File: src/rtl/genclk_nco.sv
// genclk_nco: NCO clock-word generator.
// Each enabled cycle the phase accumulator advances by UPSAMPLE*step and
// emits UPSAMPLE sub-cycle clock samples (MSB = earliest) plus a wrap strobe.
// Multiples of the step are built one per cycle into a shadow table and
// committed atomically, so a run-time step change never mixes old and new.
module genclk_nco #(
    parameter int unsigned BW   = 32,
    parameter int unsigned LGUP = 3
) (
    input  logic                 i_clk,
    input  logic                 i_reset_n,
    input  logic                 i_en,
    input  logic                 i_step_stb,
    input  logic [BW-1:0]        i_step,
    output logic                 o_step_ready,
    input  logic                 i_phase_stb,
    input  logic [BW-1:0]        i_phase,
    output logic [2**LGUP-1:0]   o_word,
    output logic                 o_stb,
    output logic                 o_valid
);

    localparam int unsigned UP = 32'(1) << LGUP;
    localparam int unsigned KW = LGUP + 1;

    typedef enum logic [1:0] {
        ST_IDLE   = 2'd0,
        ST_BUILD  = 2'd1,
        ST_COMMIT = 2'd2
    } state_t;

    // Step loader state; table index j holds multiple (j+1)*step.
    state_t          r_state;
    logic            r_ready;
    logic [BW-1:0]   r_p;
    logic [KW-1:0]   r_k;
    logic [BW-1:0]   r_s [UP];
    logic [BW-1:0]   r_m [UP];
    // Set when UP*step reaches 2^BW: every word spans a full output period.
    logic            r_s_ovf;
    logic            r_m_ovf;

    // Accumulator and registered outputs.
    logic [BW-1:0]   r_acc;
    logic [UP-1:0]   r_word;
    logic            r_stb;
    logic            r_valid;

    logic [LGUP-1:0] w_kprev;
    logic [LGUP-1:0] w_kcur;
    logic [BW:0]     w_next;
    logic [BW-1:0]   w_sum [UP];
    logic [UP-1:0]   w_word;
    logic [BW:0]     w_full;
    logic            w_wrap;

    // Next shadow multiple: S[k] = S[k-1] + P, carry kept for the overflow flag.
    always_comb begin
        w_kprev = LGUP'(r_k - KW'(2));
        w_kcur  = LGUP'(r_k - KW'(1));
        w_next  = {1'b0, r_s[w_kprev]} + {1'b0, r_p};
    end

    // Step loader FSM: latch, build one multiple per cycle, commit atomically.
    always_ff @(posedge i_clk or negedge i_reset_n) begin
        if (!i_reset_n) begin
            r_state <= ST_IDLE;
            r_ready <= 1'b1;
            r_p     <= '0;
            r_k     <= '0;
            r_s_ovf <= 1'b0;
            r_m_ovf <= 1'b0;
            for (int i = 0; i < int'(UP); i++) begin
                r_s[i] <= '0;
                r_m[i] <= '0;
            end
        end else begin
            case (r_state)
                ST_IDLE: begin
                    if (i_step_stb) begin
                        r_p     <= i_step;
                        r_s[0]  <= i_step;
                        r_k     <= KW'(2);
                        r_s_ovf <= 1'b0;
                        r_ready <= 1'b0;
                        r_state <= ST_BUILD;
                    end
                end
                ST_BUILD: begin
                    r_s[w_kcur] <= w_next[BW-1:0];
                    r_s_ovf     <= r_s_ovf | w_next[BW];
                    r_k         <= r_k + KW'(1);
                    if (r_k == KW'(UP)) begin
                        r_state <= ST_COMMIT;
                    end
                end
                ST_COMMIT: begin
                    r_m     <= r_s;
                    r_m_ovf <= r_s_ovf;
                    r_ready <= 1'b1;
                    r_state <= ST_IDLE;
                end
                default: begin
                    r_ready <= 1'b1;
                    r_state <= ST_IDLE;
                end
            endcase
        end
    end

    // Sub-cycle phases for the current word and the end-of-word sum.
    always_comb begin
        w_word = '0;
        for (int j = 0; j < int'(UP); j++) begin
            w_sum[j]             = r_acc + r_m[j];
            w_word[UP-1-32'(j)]  = w_sum[j][BW-1];
        end
        w_full = {1'b0, r_acc} + {1'b0, r_m[UP-1]};
        w_wrap = w_full[BW] | r_m_ovf;
    end

    // Accumulator with phase-load priority; outputs registered with it.
    always_ff @(posedge i_clk or negedge i_reset_n) begin
        if (!i_reset_n) begin
            r_acc   <= '0;
            r_word  <= '0;
            r_stb   <= 1'b0;
            r_valid <= 1'b0;
        end else if (i_phase_stb) begin
            r_acc   <= i_phase;
            r_stb   <= 1'b0;
            r_valid <= 1'b0;
        end else if (i_en) begin
            r_acc   <= w_full[BW-1:0];
            r_word  <= w_word;
            r_stb   <= w_wrap;
            r_valid <= 1'b1;
        end else begin
            r_stb   <= 1'b0;
            r_valid <= 1'b0;
        end
    end

    assign o_step_ready = r_ready;
    assign o_word       = r_word;
    assign o_stb        = r_stb;
    assign o_valid      = r_valid;

endmodule

File: config.mk
export PLATFORM = sky130hd
export DESIGN_NAME = genclk_nco
export DESIGN_NICKNAME = d
export VERILOG_FILES = /design/src/rtl/genclk_nco.sv
export SDC_FILE = /design/constraint.sdc
export NUM_CORES = 1
export LEC_CHECK = 0
export BUFFER_PORTS_ARGS = -buffer_cell sky130_fd_sc_hd__buf_2
export CAP_MARGIN = 5
export CORE_MARGIN = 1
export CORE_UTILIZATION = 50
export DETAILED_ROUTE_END_ITERATION = 16
export PLACE_DENSITY = 0.78
export SYNTH_ARGS = -nofsm -noshare
export SYNTH_HDL_FRONTEND = slang
export SYNTH_SLANG_ARGS = --single-unit
File: constraint.sdc
create_clock -name i_clk -period 10.8 [get_ports i_clk]
set_clock_uncertainty 0.15 [all_clocks]
set_input_delay 1.08 -clock i_clk [delete_from_list [all_inputs] [get_ports i_clk]]
set_output_delay 1.08 -clock i_clk [all_outputs]
set_load 0.01 [all_outputs]
**Word-level counts from Yosys, hierarchy flattened**

Index checks and enable logic that the tools add are counted.

- Input port bits: 69
- Bits in registers: 595
- Output and inout bits: 11
- Word-level logic and storage cells: 84

- Order comparisons: 3
- Bitwise logic cells: 6
- Muxes and demuxes: 22
- Reduce and logical (&&, ||, !) cells: 9
- Equal/unequal tests: 5
- $add $sub $neg: 13

Operators with widths:

| operator | number |
|---|---|
| 32-bit adder | 8 |
| 256-bit bitwise mux | 1 |
| 32-bit two-way mux | 6 |
| 32-bit binary-select mux with 3-bit select | 1 |
| 32-bit demux with 3-bit select | 1 |
| 32-bit by 32-bit adder with 33-bit output | 2 |
| 32-bit case mux with 2 select lines | 1 |
| 2-bit AND reduction | 5 |
| 4-bit greater-or-equal comparator (second input constant) | 2 |
| 3-bit NOT with 4-bit output | 2 |
| 4-bit case mux with 2 select lines | 1 |
| 1-bit two-way mux | 5 |
| 4-bit by 1-bit adder with 4-bit output (second input constant) | 1 |
| 4-bit == test (second input constant) | 1 |
| 4-bit by 1-bit less-than comparator with 1-bit output (second input constant) | 1 |
| 2-bit two-way mux | 2 |
| 4-bit two-way mux | 1 |
| 2-bit != test (second input constant) | 2 |
| 1-bit case mux with 2 select lines | 2 |
| 2-bit case mux with 2 select lines | 1 |
| 2-bit nonzero test | 2 |
| 3-bit by 1-bit subtractor with 3-bit output (second input constant) | 1 |
| 3-bit by 2-bit subtractor with 3-bit output (second input constant) | 1 |
| 2-bit by 1-bit == test with 1-bit output (second input constant) | 1 |
| other kinds (5) | 7 |

**Logic depth before layout (Yosys ltp)**

- Depth in word-level cells: 8
- Gate-level depth with buffers: 15
- Depth with buffers taken out: 13

**Least setup slack after synthesis**

Ideal clock, no wire load.

- Kind: register to register
- Start: register r_k[0]
- End: register r_s[252] (netlist bit)
- Clock period less this slack: 4.840 ns
- Cell stages (with the launch flop): 16
- Buffers on the path: 2
- Required time: 10.524 ns
- Slack: 5.960 ns
- Setup time: 0.126 ns
- Arrival time: 4.564 ns
- Path through: dfrtp_1 clkbuf_1 buf_1 mux4_2 mux2_2 ha_1 fa_1 a211oi_1 o21a_1 o21ai_2 a41o_1 a31o_4 a2111oi_4 nor2_2 xor2_2 a221o_1

- Longest elaborated chain between the ends: 8
- Elaborated cells on any way between the ends: 15
- Those cells by class: add/sub: 3; order compare: 2; mux: 7; bitwise: 2; reduce/logical: 1

RTL lines:

| item | RTL line | text |
|---|---|---|
| start, declared | 36 | `logic [KW-1:0] r_k;` |
| start signal, assigned | 92 | `r_k <= r_k + KW'(1);` |
| 3-bit by 2-bit subtractor with 3-bit output / 3-bit by 1-bit subtractor with 3-bit output (equally long branches) | 59, 60 |  |
| 3-bit NOT with 4-bit output, on equally long branches | 61, 90 |  |
| 32-bit binary-select mux with 3-bit select, or another cell as far along | 61 | `w_next = {1'b0, r_s[w_kprev]} + {1'b0, r_p};` |
| 32-bit two-way mux (implied by the code) / 1-bit logical AND (equally long branches) | 61, 90 |  |
| 32-bit two-way mux, on equally long branches | 61, 90 |  |
| 32-bit by 32-bit adder with 33-bit output / 32-bit demux with 3-bit select (equally long branches) | 61, 90 |  |
| 256-bit bitwise mux (*) | 90 | `r_s[w_kcur] <= w_next[BW-1:0];` |
| 32-bit case mux with 2 select lines (*) | 78 | `case (r_state)` |
| end signal, assigned by index | 90 |  |
| end, declared | 37 | `logic [BW-1:0] r_s [UP];` |

Every way passes the cells marked *; elsewhere a longest branch is shown, timed or not. The select of a mux whose other input is x is not followed.
A chain may end at the register's enable or synchronous reset.

**Final worst setup path**

- Start: register r_k[0]
- End: register r_s[94] (netlist bit)

- Longest elaborated chain between the ends: 7
- Elaborated cells on any way between the ends: 14
- Those cells by class: add/sub: 3; order compare: 2; mux: 6; bitwise: 2; reduce/logical: 1

RTL lines:

| item | RTL line |
|---|---|
| 3-bit by 2-bit subtractor with 3-bit output / 3-bit by 1-bit subtractor with 3-bit output (equally long branches) | 59, 60 |
| 3-bit NOT with 4-bit output, on equally long branches | 61, 90 |
| 32-bit binary-select mux with 3-bit select, or another cell as far along | 61 |
| 32-bit two-way mux (implied by the code) / 1-bit logical AND (equally long branches) | 61, 90 |
| 32-bit two-way mux, on equally long branches | 61, 90 |
| 32-bit by 32-bit adder with 33-bit output / 32-bit demux with 3-bit select (equally long branches) | 61, 90 |
| 256-bit bitwise mux (*) | 90 |

Marked as above.

==> summary.txt <==
Run status
  • Status: completed

Synth
  • Post-synth EDFFs: 0
  • Asr flop ratio synth: 1.00
  • Synthesized area: ~32000 µm²
  • Netlist cell types: 67
  • Syn nets: 3083
  • Synth Flop Type: dfrtp_1
  • Syn Area/Cell: 11.6 µm²
  • Mapped Cells: 2735
  • Register area share after synthesis: 0.470
  • #FFs+latches synth: ~600
  • Ys Warns: 0

Routing
  • Mean routed wirelength per cell: 25.4 µm
  • Via count: 23400
  • Residual DRC: 0
  • M1 WL: ~39 mm
  • DR WL met2: 43.6 mm
  • Routed WL: 93.4 mm
  • TritonRoute pass-1 iters: 5
  • Highest metal used: met5
  • WL met3: 7.82 mm
  • Initial detailed-routing violation count: between 2000 and 2500
  • DR vias/cell: 6.36
  • Post-DRT Antenna Nets: 0

STA
  • Post-route clock period utilization: 0.529
  • Rel. slew slack: 0.149
  • Final Hold Violating Endpoints: 0
  • Min Tclk post-route: 5.72 ns
  • Setup TNS: 0 ns
  • Setup violators final: 0
  • Worst Tran Pin Value: 1.28 ns
  • Peak Freq: 0.175 GHz
  • RSZ-0062 raised after global routing: false
  • Slew Limit Fails: 0

Global route
  • GR Overflow Total: 0
  • Vias in the first global route: 23700
  • GRT Overall Usage: 0.294
  • First-pass GRT wire length: ~140 mm
  • Largest net degree at the start of global routing: 142
  • Initial antenna violation count: 2

Layout
  • # nets final: approximately 3100
  • Share of cells above drive strength 1: 0.236
  • Synthesis-to-layout area growth: 10.7%
  • Post-route cell area: 35100 µm²

Floorplanning
  • Initial core utilization: 0.509
  • Core ar.: 62200 µm²
  • Die width: 254 µm
  • FP Rows: 91
  • # IOs: 80
  • Die height: roughly 250 µm
  • Die area: 64400 µm²

CTS
  • Post-cts sizing count: 0
  • Clk root buf: clkbuf_16
  • Clk Latency, worst-skew pair: 0.65 ns
  • H-Tree Depth: 2
  • # Post-CTS Setup Buffers: 0
  • Worst-path clk slew: 0.06 ns
  • CTS max path bufs: 3
  • CTS buffer count: 61
  • CTS sink count: 595
  • CTS tree: yes
  • Post-CTS Hold Buffers: 0

Worst setup path
  • Worst Path Arrival: 6.13 ns
  • CP max-delay cell: dfrtp_4
  • Worst setup path category: flop to flop
  • CP peak stage delay: 1.12 ns
  • Internal reg-to-reg setup slack: 5.08 ns
  • Worst-path maximum fanout: 48
  • Worst setup SP type: flop
  • Critical path data required time: 11.21 ns
  • Crit path cell chain: mux4_2 > mux2_2 > ha_1 > fa_1 > a211oi_1 > o21a_1 > o21ai_0 > a31oi_1 > o21ai_1 > o2111ai_1 > a21oi_1 > a31oi_1 > mux2_2
  • Setup crit end kind: flop

Flow run
  • Max-Cap Viols: 0

Worst hold path
  • Worst hold-check path type: flop to flop

Place
  • GP Congestion: 1.03
  • Placed cell areas: 32900 µm²
  • Detailed Place HPWL: 65.3 mm
  • PortBufs: 79
## per-stage QoR
stage	instances	setup WS [ns]	hold slack [ns]	util
floorplan	2735	5.96	0.302	-
global placement	3561	5.39	0.308	0.530
finish	3676	5.08	0.321	0.564
detailed placement	3561	5.18	0.313	0.530
global route	3675	4.72	0.334	0.564
CTS	3675	5.12	0.324	0.564
## final timing paths
kind,end,startpoint,depth (start not counted)
max,r_s[94]$_DFFE_PN0P_,r_k[0]$_DFFE_PN0P_,13
min,o_word[0]$_DFFE_PN0P_,o_word[0]$_DFFE_PN0P_,2
max reg2reg,r_s[94]$_DFFE_PN0P_,r_k[0]$_DFFE_PN0P_,13
min reg2reg,o_word[0]$_DFFE_PN0P_,o_word[0]$_DFFE_PN0P_,2
max in group asynchronous,r_m[199]$_DFFE_PN0N_,i_reset_n,3
min in group asynchronous,r_acc[27]$_DFFE_PN0P_,i_reset_n,1
## cell usage in the layout, fill, tap and decap left out, types with 6 or more instances in the layout
master / instances
nor2_1: 43
buf_4: 30
a21o_1: 103
clkinv_2: 11
a31oi_1: 18
xor2_1: 25
nand4_1: 43
mux2_2: 354
inv_1: 32
a31o_2: 7
o21ai_0: 267
o211ai_1: 21
mux4_2: 64
buf_2: 78
o21a_1: 6
a211oi_1: 14
xnor2_1: 46
clkbuf_16: 63
nand2_1: 344
clkbuf_1: 11
dfrtp_1: 592
nor2b_1: 17
nor3_1: 11
a22oi_1: 28
clkbuf_8: 20
and2_1: 11
nor4_1: 9
a221o_1: 8
and3_1: 10
mux2i_1: 16
ha_1: 277
a21oi_1: 131
nand3_1: 18
o21bai_1: 16
## registers in the layout, indices dropped and copies added, names as in the netlist
name and cells:
o_valid 1, r_acc 32, r_m 256, r_k 4, r_m_ovf 1, r_p 32, o_stb 1, r_state 2
o_word 8, o_step_ready 1, r_s 256, r_s_ovf 1
## per-layer routing
metal / GRT usage / up-vias
met1: 0.398 / 12000
met4: 0.103 / 2
met2: 0.470 / 1040
met5: 0 / -
li1: - / 10200
met3: 0.0578 / 200
## synthesized netlist by cell type (32+ instances only)
master | instances | area (µm²)
dfrtp_1 | 594 | 14900
mux2_2 | 354 | 3990
nand2_1 | 348 | 1310
ha_1 | 277 | 3470
o21ai_0 | 267 | 1340
a21oi_1 | 131 | 656
clkbuf_1 | 108 | 405
a21o_1 | 103 | 773
mux4_2 | 64 | 1440
xnor2_1 | 46 | 403
nand4_1 | 43 | 269
nor2_1 | 43 | 161
inv_1 | 32 | 120
## area by class of cell
type,count,area (µm²)
Antenna cell,1,2.50
Clock buffer,94,1890
Clock inverter,20,238
Fill cell,5097,27100
Inverter,32,120
Multi-Input combinational cell,1987,16200
Sequential cell,595,14900
Tap cell,837,1050
Timing Repair Buffer,110,651
## cells by family (layout without fill, tap and decap cells)
kind of cell,after synthesis,after routing,synth area share
AND/OR/NAND/NOR,535,535,0.0741
multiplexers,438,438,0.178
AO/OA/AOI/OAI,663,663,0.129
flip-flops,595,595,0.470
XOR/XNOR,72,72,0.0201
adder cells (fa/ha/maj),279,279,0.111
buffers and inverters,153,256,0.0184
other,0,1,0
## critical path, delay by kind of cell, from the launching register on
family / cells / cell delay, ns
flip-flops: 1 / 1.12
adder cells (fa/ha/maj): 2 / 0.66
AO/OA/AOI/OAI: 8 / 2.51
multiplexers: 3 / 1.19
Power is left out: the tool's default activity adds up to more than one toggle a clock period on the data nets, which glitch-free logic cannot reach.
